### src/rtl/io_port_pkg.sv
// Shared types and constants for the io_port_responder register block.
// Optional STATUS register is controlled by the IO_PORT_STATUS_EN macro.
package io_port_pkg;

    typedef enum logic [1:0] {
        ST_IDLE  = 2'd0,
        ST_BUSY  = 2'd1,
        ST_RESP  = 2'd2,
        ST_DRAIN = 2'd3
    } state_t;

    localparam logic [27:0] OFF_START  = 28'd0;
    localparam logic [27:0] OFF_CTRL   = 28'd1;
    localparam logic [27:0] OFF_STATUS = 28'd2;

    localparam logic [31:0] UNMAPPED_RD = 32'h0000_0000;

endpackage

### src/rtl/io_port_regs.sv
// Register file: START, CTRL and (with IO_PORT_STATUS_EN) a read-only STATUS
// register holding a completed-command count; sticky unmapped-address error.
module io_port_regs
    import io_port_pkg::*;
(
    input  logic        clk,
    input  logic        rst,
    input  logic        cmd_done,
    input  logic        cmd_wr,
    input  logic [27:0] offset,
    input  logic [31:0] wr_data,
    output logic [31:0] rd_data,
    output logic [31:0] start_addr,
    output logic        disp_on,
    output logic        addr_err
);

    logic [31:0] start_q, start_d;
    logic        on_q, on_d;
    logic        err_q, err_d;
    logic        mapped;
`ifdef IO_PORT_STATUS_EN
    logic [15:0] cnt_q, cnt_d;
`endif

    always_comb begin
        mapped  = (offset == OFF_START) || (offset == OFF_CTRL);
        rd_data = UNMAPPED_RD;
        start_d = start_q;
        on_d    = on_q;
        err_d   = err_q;
`ifdef IO_PORT_STATUS_EN
        mapped  = mapped || (offset == OFF_STATUS);
        cnt_d   = cnt_q;
`endif

        if (offset == OFF_START) begin
            rd_data = start_q;
        end else if (offset == OFF_CTRL) begin
            rd_data = {31'b0, on_q};
`ifdef IO_PORT_STATUS_EN
        end else if (offset == OFF_STATUS) begin
            rd_data = {15'b0, err_q, cnt_q};
`endif
        end

        // Updates land on the edge that closes the response cycle.
        if (cmd_done) begin
            if (cmd_wr && (offset == OFF_START)) start_d = wr_data;
            if (cmd_wr && (offset == OFF_CTRL))  on_d    = wr_data[0];
            if (!mapped)                         err_d   = 1'b1;
`ifdef IO_PORT_STATUS_EN
            cnt_d = cnt_q + 16'd1;
`endif
        end
    end

    always_ff @(posedge clk or negedge rst) begin
        if (!rst) begin
            start_q <= '0;
            on_q    <= 1'b0;
            err_q   <= 1'b0;
`ifdef IO_PORT_STATUS_EN
            cnt_q   <= '0;
`endif
        end else begin
            start_q <= start_d;
            on_q    <= on_d;
            err_q   <= err_d;
`ifdef IO_PORT_STATUS_EN
            cnt_q   <= cnt_d;
`endif
        end
    end

    assign start_addr = start_q;
    assign disp_on    = on_q;
    assign addr_err   = err_q;

endmodule

### src/rtl/io_port_responder.sv
// Memory-mapped IO port responder: captures one command, waits READY_LATENCY
// cycles, pulses mem_ready. STATUS register enabled by IO_PORT_STATUS_EN.
module io_port_responder
    import io_port_pkg::*;
#(
    parameter logic [27:0] BASE_ADDR     = 28'h800_0004,
    parameter int          READY_LATENCY = 2
) (
    input  logic        clk,
    input  logic        rst,
    input  logic        mem_valid,
    input  logic        mem_rw,
    input  logic [27:0] mem_data_addr,
    input  logic [31:0] mem_data_wr,
    output logic [31:0] mem_data_rd,
    output logic        mem_ready,
    output logic [31:0] disp_start_addr,
    output logic        disp_on,
    output logic        addr_err,
    output logic [1:0]  dbg_state
);

    // Handshake: initiator holds mem_valid (with stable command) until it sees
    // mem_ready; the responder pulses mem_ready once and then waits for
    // mem_valid to drop before accepting another command.

    localparam logic [3:0] CNT_LOAD = 4'(READY_LATENCY - 1);

    state_t      state_q, state_d;
    logic [3:0]  cnt_q, cnt_d;
    logic        rw_q, rw_d;
    logic [27:0] addr_q, addr_d;
    logic [31:0] wdata_q, wdata_d;
    logic [31:0] rd_q, rd_d;
    logic [31:0] reg_rd;
    logic [27:0] offset;
    logic        cmd_done;

    // Subtraction is a bijection over 28 bits, so offsets never alias.
    assign offset = addr_q - BASE_ADDR;

    always_comb begin
        state_d   = state_q;
        cnt_d     = cnt_q;
        rw_d      = rw_q;
        addr_d    = addr_q;
        wdata_d   = wdata_q;
        rd_d      = rd_q;
        mem_ready = 1'b0;
        cmd_done  = 1'b0;

        case (state_q)
            ST_IDLE: begin
                if (mem_valid) begin
                    rw_d    = mem_rw;
                    addr_d  = mem_data_addr;
                    wdata_d = mem_data_wr;
                    cnt_d   = CNT_LOAD;
                    state_d = ST_BUSY;
                end
            end
            ST_BUSY: begin
                if (cnt_q == 4'd0) begin
                    state_d = ST_RESP;
                    if (!rw_q) rd_d = reg_rd;
                end else begin
                    cnt_d = cnt_q - 4'd1;
                end
            end
            ST_RESP: begin
                mem_ready = 1'b1;
                cmd_done  = 1'b1;
                state_d   = mem_valid ? ST_DRAIN : ST_IDLE;
            end
            ST_DRAIN: begin
                if (!mem_valid) state_d = ST_IDLE;
            end
            default: state_d = ST_IDLE;
        endcase
    end

    always_ff @(posedge clk or negedge rst) begin
        if (!rst) begin
            state_q <= ST_IDLE;
            cnt_q   <= '0;
            rw_q    <= 1'b0;
            addr_q  <= '0;
            wdata_q <= '0;
            rd_q    <= '0;
        end else begin
            state_q <= state_d;
            cnt_q   <= cnt_d;
            rw_q    <= rw_d;
            addr_q  <= addr_d;
            wdata_q <= wdata_d;
            rd_q    <= rd_d;
        end
    end

    io_port_regs u_regs (
        .clk        (clk),
        .rst        (rst),
        .cmd_done   (cmd_done),
        .cmd_wr     (rw_q),
        .offset     (offset),
        .wr_data    (wdata_q),
        .rd_data    (reg_rd),
        .start_addr (disp_start_addr),
        .disp_on    (disp_on),
        .addr_err   (addr_err)
    );

    assign mem_data_rd = rd_q;
    assign dbg_state   = state_q;

endmodule

### config.mk
export PLATFORM = sky130hd
export DESIGN_NAME = io_port_responder
export DESIGN_NICKNAME = d
export VERILOG_FILES = /design/src/rtl/io_port_pkg.sv /design/src/rtl/io_port_regs.sv /design/src/rtl/io_port_responder.sv
export SDC_FILE = /design/constraint.sdc
export NUM_CORES = 1
export LEC_CHECK = 0
export BUFFER_PORTS_ARGS = -buffer_cell sky130_fd_sc_hd__buf_2
export CORE_ASPECT_RATIO = 1.5
export CORE_MARGIN = 1.5
export CORE_UTILIZATION = 40
export CTS_CLUSTER_SIZE = 8
export DETAILED_ROUTE_END_ITERATION = 10
export PLACE_DENSITY = 0.61
export RECOVER_POWER = 100
export SYNTH_ARGS = -nofsm -noshare
export SYNTH_HDL_FRONTEND = slang
export SYNTH_SLANG_ARGS = --single-unit
### constraint.sdc
create_clock -name clk -period 4.1 [get_ports clk]
set_clock_uncertainty 0.1 [all_clocks]
set_input_delay 0.41 -clock clk [delete_from_list [all_inputs] [get_ports clk]]
set_output_delay 0.41 -clock clk [all_outputs]
set_load 0.005 [all_outputs]
==> out/qor.yml, run 1 <==
outcome:
  run_status: "complete, but fails checks"
  violations: "max-capacitance violations, max-slew violations"
detailed_routing:
  met1Wirelength_um: 4600
  top_layer: "met4"
  ant_nets: 0
  drc_errors: 0
  wl_met2_um: 5840
  drt_wl_total_um: 11200
  vias_per_cell: 4.93
  wire_per_inst_um: 16.2
  drtPass1Iterations: 4
  dr_total_vias: 3415
  drtIter0Drc: 66
  wl_met3_um: 526
floorplan:
  coreArea_sq_mm: 0.0131
  die_y_um: 145
  start_util_pct: 41.3
  io_pins: 133
  die_area_sq_mm: 0.0142
  rows: 51
  dieWidth_um: 97.9
sta:
  fmaxAchievable_ghz: 0.331
  drv_slew: 109
  totalNegativeSetupSlack_ns: 0
  rsz0062_at_grt: "false"
  maxSlewHeadroom_pct: -77.2
  period_share_pct: 73.7
  tightest_slew_ns: 2.66
  min_period_ns: 3.02
  hold_violations: 0
  setup_viol: 0
synthesis:
  yosysTopAreaCell: "dfrtp_1"
  yosysSeqAreaShare_pct: 61.6
  syn-num-nets: 450
  synth_area_per_cell_sq_um: 14.1
  synth_top_area_share_pct: 61.6
  synth_cell_types: 33
  synthTopCellsByCount: "dfrtp_1 (133), mux2_2 (64), nand2_1 (33), nand2b_1 (33), o21ai_0 (32)"
  synth-seq-cells: 133
  synth_edf_count: 0
  syn_area_sq_mm: 0.00540
  postSynth.asyncResetShare_pct: 100
  synth_top_flop_cell: "dfrtp_1"
  synth_area_leaders: "dfrtp_1 (62%), mux2_2 (13%), mux2_4 (8.3%)"
  yosysWarnings: 0
  synth_cells: 384
  synthMostInstantiatedCell: "dfrtp_1"
critical_path:
  crit_path_top_delay_cell: "or4_1"
  slowest_delay_ns: 0.59
  critPathKind: "flop to flop"
  startpoint_type: "flop"
  r2r_cells: 5
  end_kind: "flop"
  r2r_start: "addr_q[7]"
  r2r_slack_ns: 1.08
  path_max_fanout: 17
  critical_path.cell_chain: "or4_1, nor4_4, nand4b_4, clkbuf_1, mux2_1"
  crit_required_ns: 4.27
  worstPathArrival_ns: 3.19
  r2r-end: "u_regs.start_addr[11]"
clock_network:
  cts_buffer_depth: 2
  cts_buffers: 17
  cts_setup_buffers: 0
  clkSlewWorstSetupHoldPaths_ns: 0.06
  clock-sinks: 133
  ctsResizeCount: 0
  cts_tree: "built"
  htree_num_levels: 4
  clockRootBuffer: "clkbuf_16"
  clkLatencyLatePin_ns: 0.40
  ctsHoldBuffers: 0
flow_run:
  maxCapViolCount: 1
cells_and_area:
  n_antenna_cell: 0
  nets: 587
  area_delta_synth_final_pct: 22.7
  instances_no_fill: 692
  drive_above_1_share_pct: 37.7
  final_core_util_pct: 50.7
  final_area_sq_mm: 0.00663
pwr:
  ir_drop_mv: 0.328
  leakagePower_nw: 3.22
  powerDensity_mw_per_mm2: 627
min_path:
  hold_start: "mem_data_wr[26]"
  holdPathEnd: "wdata_q[26]"
  hold_depth: 2
  min_path_type: "input pin to flop"
place:
  post-place-cells: 661
  gp_congestion: 0.751
  hpwl_um: 7750
  placed_area_sq_mm: 0.00622
  port_buffers: 132
global_route:
  grt_pass1_vias: 3785
  grt_usage_pct: 16.6
  grt_max_degree: 109
  antenna_found_initial: 0
  grt_first_pass_wirelength_um: 18700
  overflow: 0
==> registers in the layout, indices dropped and copies added (netlist names) <==
signal and cells:
wdata_q 32, u_regs.disp_on 1, addr_q 28, dbg_state 2
u_regs.start_addr 32, mem_data_rd 32, cnt_q 4, rw_q 1
u_regs.addr_err 1
==> report_power, final <==
part	internal [mW]	switching, mW
Clock	0.964	0.528
Sequential	1.65	0.181
Combinational	0.474	0.356
Total	3.09	1.06
==> worst max path at each step <==
stage	cells past startpoint	from	slack [ns]	endpoint
2_1_floorplan	8	cnt_q[0]	1.85	mem_data_rd[21]
3_3_place_gp	5	addr_q[7]	1.30	u_regs.start_addr[8]
3_5_place_dp	5	addr_q[7]	1.24	u_regs.start_addr[10]
4_1_cts	5	addr_q[7]	1.25	u_regs.start_addr[11]
5_1_grt	2	rst	0.77	wdata_q[20]
6_report	5	addr_q[7]	1.08	u_regs.start_addr[11]
==> kinds of logic (layout without fill, tap and decap cells) <==
family	Yosys count	in the layout	synth area share, %
multiplexers	95	95	21.9
AO/OA/AOI/OAI	37	37	3.57
adder cells (fa/ha/maj)	2	2	0.463
buffers and inverters	22	171	1.94
XOR/XNOR	3	3	0.486
flip-flops	133	133	61.6
AND/OR/NAND/NOR	92	92	10.1
==> critical path: cells and delay by family, from the launching register on <==
kind / cells / cell delay (ns)
multiplexers: 1 / 0.47
AND/OR/NAND/NOR: 3 / 1.44
buffers and inverters: 1 / 0.52
flip-flops: 1 / 0.37
==> layer usage <==
| layer | up-vias | track usage, % |
|---|---|---|
| li1 | 1592 | - |
| met1 | 1725 | 19.5 |
| met3 | 17 | 4.71 |
| met5 | - | 0 |
| met2 | 81 | 28.4 |
| met4 | 0 | 6.57 |
==> through the flow <==
step	hold slack, ns	setup WS [ns]	power [mW]
after CTS	0.0863	1.25	4.24
after global placement	0.343	1.30	2.68
after detailed placement	0.351	1.24	2.73
final	0.135	1.08	4.16
after floorplan	0.0144	1.85	2.47
after global routing	0.127	0.775	4.40
==> placed cells by master, fill, tap and decap left out, types with 3 or more instances in the layout <==
cell type    n
buf_2       99
dfrtp_1    133
nand2_1     33
nand2b_1    33
buf_4        3
mux2_1      29
nand3_1      3
nor3_1       3
mux2_2      64
clkbuf_1    36
clkbuf_16   17
o21ai_0     33
bufinv_16    3
clkinv_2     5
==> area by class of cell <==
cell class | count | area, sq um
clock inverter | 10 | 131
tap | 159 | 199
timing repair buffer | 138 | 656
sequential | 133 | 3330
inverter | 2 | 7.51
multi-input combinational | 229 | 1860
clock buffer | 21 | 450
fill | 1240 | 6450
(Power assumes the default switching activity.)
==> inputs of run 2 (changes only) <==
--- a/config.mk
+++ b/config.mk
@@ -11,7 +11,7 @@
 export CORE_UTILIZATION = 40
 export CTS_CLUSTER_SIZE = 8
 export DETAILED_ROUTE_END_ITERATION = 10
-export PLACE_DENSITY = 0.61
+export PLACE_DENSITY = 0.63
 export RECOVER_POWER = 100
 export SYNTH_ARGS = -nofsm -noshare
 export SYNTH_HDL_FRONTEND = slang
==> constraint.sdc (replaced) <==
create_clock -name clk -period 2.55 [get_ports clk]
set_clock_uncertainty 0.1 [all_clocks]
set_input_delay 0.255 -clock clk [delete_from_list [all_inputs] [get_ports clk]]
set_output_delay 0.255 -clock clk [all_outputs]
set_load 0.005 [all_outputs]
==> run 2 against run 1 <==
The flow now finishes without violations; final area grew 11%; global-route usage is 1.2 points higher; fmax increased by 25%; first-iteration DRC count rose by 30%; power increased by 70%; highest routed layer unchanged; via count is 7.8% higher; setup slack got worse by 0.94 ns.
==> out/qor.yml, run 2 (synthesis results as in run 1) <==
pwr:
  ir_drop_mv: 0.457  # +39%
  p_clk_share_pct: 37.5  # +1.6 points
  leakagePower_nw: 3.55  # +10%
  powerDensity_mw_per_mm2: 956  # +52%
  p_comb_share_pct: 20.6  # +0.6 points
  swShare_pct: 25.5  # -0.098 points
  power_frac_seq_pct: 42.0  # -2.1 points
  p_int_mw: 5.26  # +70%
  power.total_mw: 7.06  # +70%
  p_sw_mw: 1.80  # +69%
global_route:
  grt_pass1_vias: 3911  # +3.3%
  grt_max_degree: 55  # -50%
  overflow: 0  # unchanged
  antenna_found_initial: 0  # unchanged
  grt_first_pass_wirelength_um: 20000  # +6.9%
  grt_usage_pct: 17.8  # +1.2 points
sta:
  hold_violations: 0  # unchanged
  maxSlewHeadroom_pct: 9.51  # +87 points
  period_share_pct: 94.6  # +21 points
  rsz0062_at_grt: "false"
  fmaxAchievable_ghz: 0.414  # +25%
  min_period_ns: 2.41  # -0.607 ns
  totalNegativeSetupSlack_ns: 0  # unchanged
  fin_ws_ns: 0.137  # -0.943 ns
  tightest_slew_ns: 1.36  # -1.30 ns
  setup_viol: 0  # unchanged
  drv_slew: 0  # -100%
clock_network:
  clkSlewWorstSetupHoldPaths_ns: 0.05  # about the same
  clockRootBuffer: "clkbuf_16"
  clock-sinks: 133  # unchanged
  cts_buffer_depth: 2  # unchanged
  cts_buffers: 17  # unchanged
  htree_num_levels: 4  # unchanged
  clkLatencyLatePin_ns: 0.41  # about the same
  cts_setup_buffers: 0  # unchanged
  cts_tree: "built"
outcome:
  run_status: "complete, no violations"
detailed_routing:
  drtPass1Iterations: 4  # unchanged
  vias_per_cell: 4.84  # -1.8%
  drtIter0Drc: 86  # +30%
  drt_wl_total_um: 12400  # +11%
  drc_errors: 0  # unchanged
  ant_nets: 0  # unchanged
  dr_total_vias: 3682  # +7.8%
  wire_per_inst_um: 16.3  # +1.1%
cells_and_area:
  nets: 655  # +12%
  multi_input_area_sq_mm: 0.00188  # +1.2%
  layout_common_cells: "dfrtp_1 (133), buf_2 (99), mux2_2 (64)"
  drive_above_1_share_pct: 35.1  # -2.6 points
  n_antenna_cell: 0  # unchanged
  final_common_cell: "dfrtp_1"
  seqCellArea_sq_mm: 0.00333  # unchanged
  nFillCells: 1130  # -8.9%
  area_delta_synth_final_pct: 36.7
critical_path:
  startpoint_type: "flop"
  path_max_fanout: 16  # -1
  critPathKind: "flop to flop"
  worstPathArrival_ns: 2.63  # -0.56 ns
  end_kind: "flop"
  crit_required_ns: 2.76  # -1.51 ns
floorplan:
  die_y_um: 145  # unchanged
  die_area_sq_mm: 0.0142  # unchanged
  start_util_pct: 41.3  # unchanged
  rows: 51  # unchanged
  io_pins: 133  # unchanged
  dieWidth_um: 97.9  # unchanged
  coreArea_sq_mm: 0.0131  # unchanged
place:
  hpwl_um: 8150  # +5.2%
  place_ws_ns: 0.0429  # -1.20 ns
  gp_congestion: 0.751  # about the same
  port_buffers: 132  # unchanged
min_path:
  min_path_type: "flop to flop"
flow_run:
  maxCapViolCount: 0  # -1
## run 2: changes by cell type in the layout (fill, tap and decap cells not counted), sizes merged
cell	previous run	this run
clkbuf	56	55
inv	2	3
buf	103	106
nand4b	2	3
dlygate4sd3	0	63
bufinv	3	5
clkinv	6	5
## run 2: worst max-delay path, cell delays in order, from the launching register on
cell and delay, ns:
dfrtp_1 0.39, inv_1 0.11, ha_1 0.14, or3b_2 0.49, or3_1 0.44, nand4b_4 0.38, o21ai_0 0.27
## run 2: metal layers
metal	part of all wire, %	routed length (um)	track usage (%)
met1	40	5020	20.8
met2	54	6720	30.7
met3	3.6	451	4.56
met4	1.7	215	7.36
met5	0	0	0
## run 2: timing repair
action | CTS | global route
hold endpoints to repair | 114 | 0
gates resized for setup | 0 | 2
hold buffers | 63 | 0
setup endpoints to repair | 0 | 32
## run 2: path summary, 6_finish.rpt
check / start / to / slack (ns) / depth (start not counted)
worst max-delay path: cnt_q[1] / mem_data_rd[5] / 0.14 / 6
worst min-delay path: mem_data_rd[18] / mem_data_rd[18] / 0.37 / 2
worst max register to register: cnt_q[1] / mem_data_rd[5] / 0.14 / 6
worst min register to register: mem_data_rd[18] / mem_data_rd[18] / 0.37 / 2
max in group asynchronous: rst / wdata_q[12] / 0.40 / 3
min in group asynchronous: rst / addr_q[16] / 0.62 / 2
## run 2: final cells by class
class	count	share of cell area (%)
clock inverters	12	2.74
clock buffers	19	5.99
multi-input cells	230	25.5
well taps	159	2.69
flip-flops and latches	133	45.0
repair buffers	205	18.0
inverters	2	0.102
## run 2: metrics by stage
| stage | hold WS [ns] | area (sq um) | utilization [%] | std cells |
|---|---|---|---|---|
| after floorplan | -0.141 | 5400 | - | 384 |
| after global placement | 0.136 | 6280 | 48.0 | 665 |
| after detailed placement | 0.147 | 6280 | 48.0 | 665 |
| after CTS | 0.286 | 7550 | 57.7 | 759 |
| after global routing | 0.397 | 7390 | 56.5 | 760 |
| final | 0.373 | 7390 | 56.5 | 760 |
## run 2: power by group through the flow
stage / registers, mW / clock network (mW) / logic [mW]
finish: 2.96 / 2.64 / 1.45
CTS: 2.98 / 2.70 / 1.50
global placement: 2.97 / 0 / 1.35
global route: 3.03 / 2.80 / 1.59
floorplan: 2.91 / 0 / 1.06
detailed placement: 3.02 / 0 / 1.42
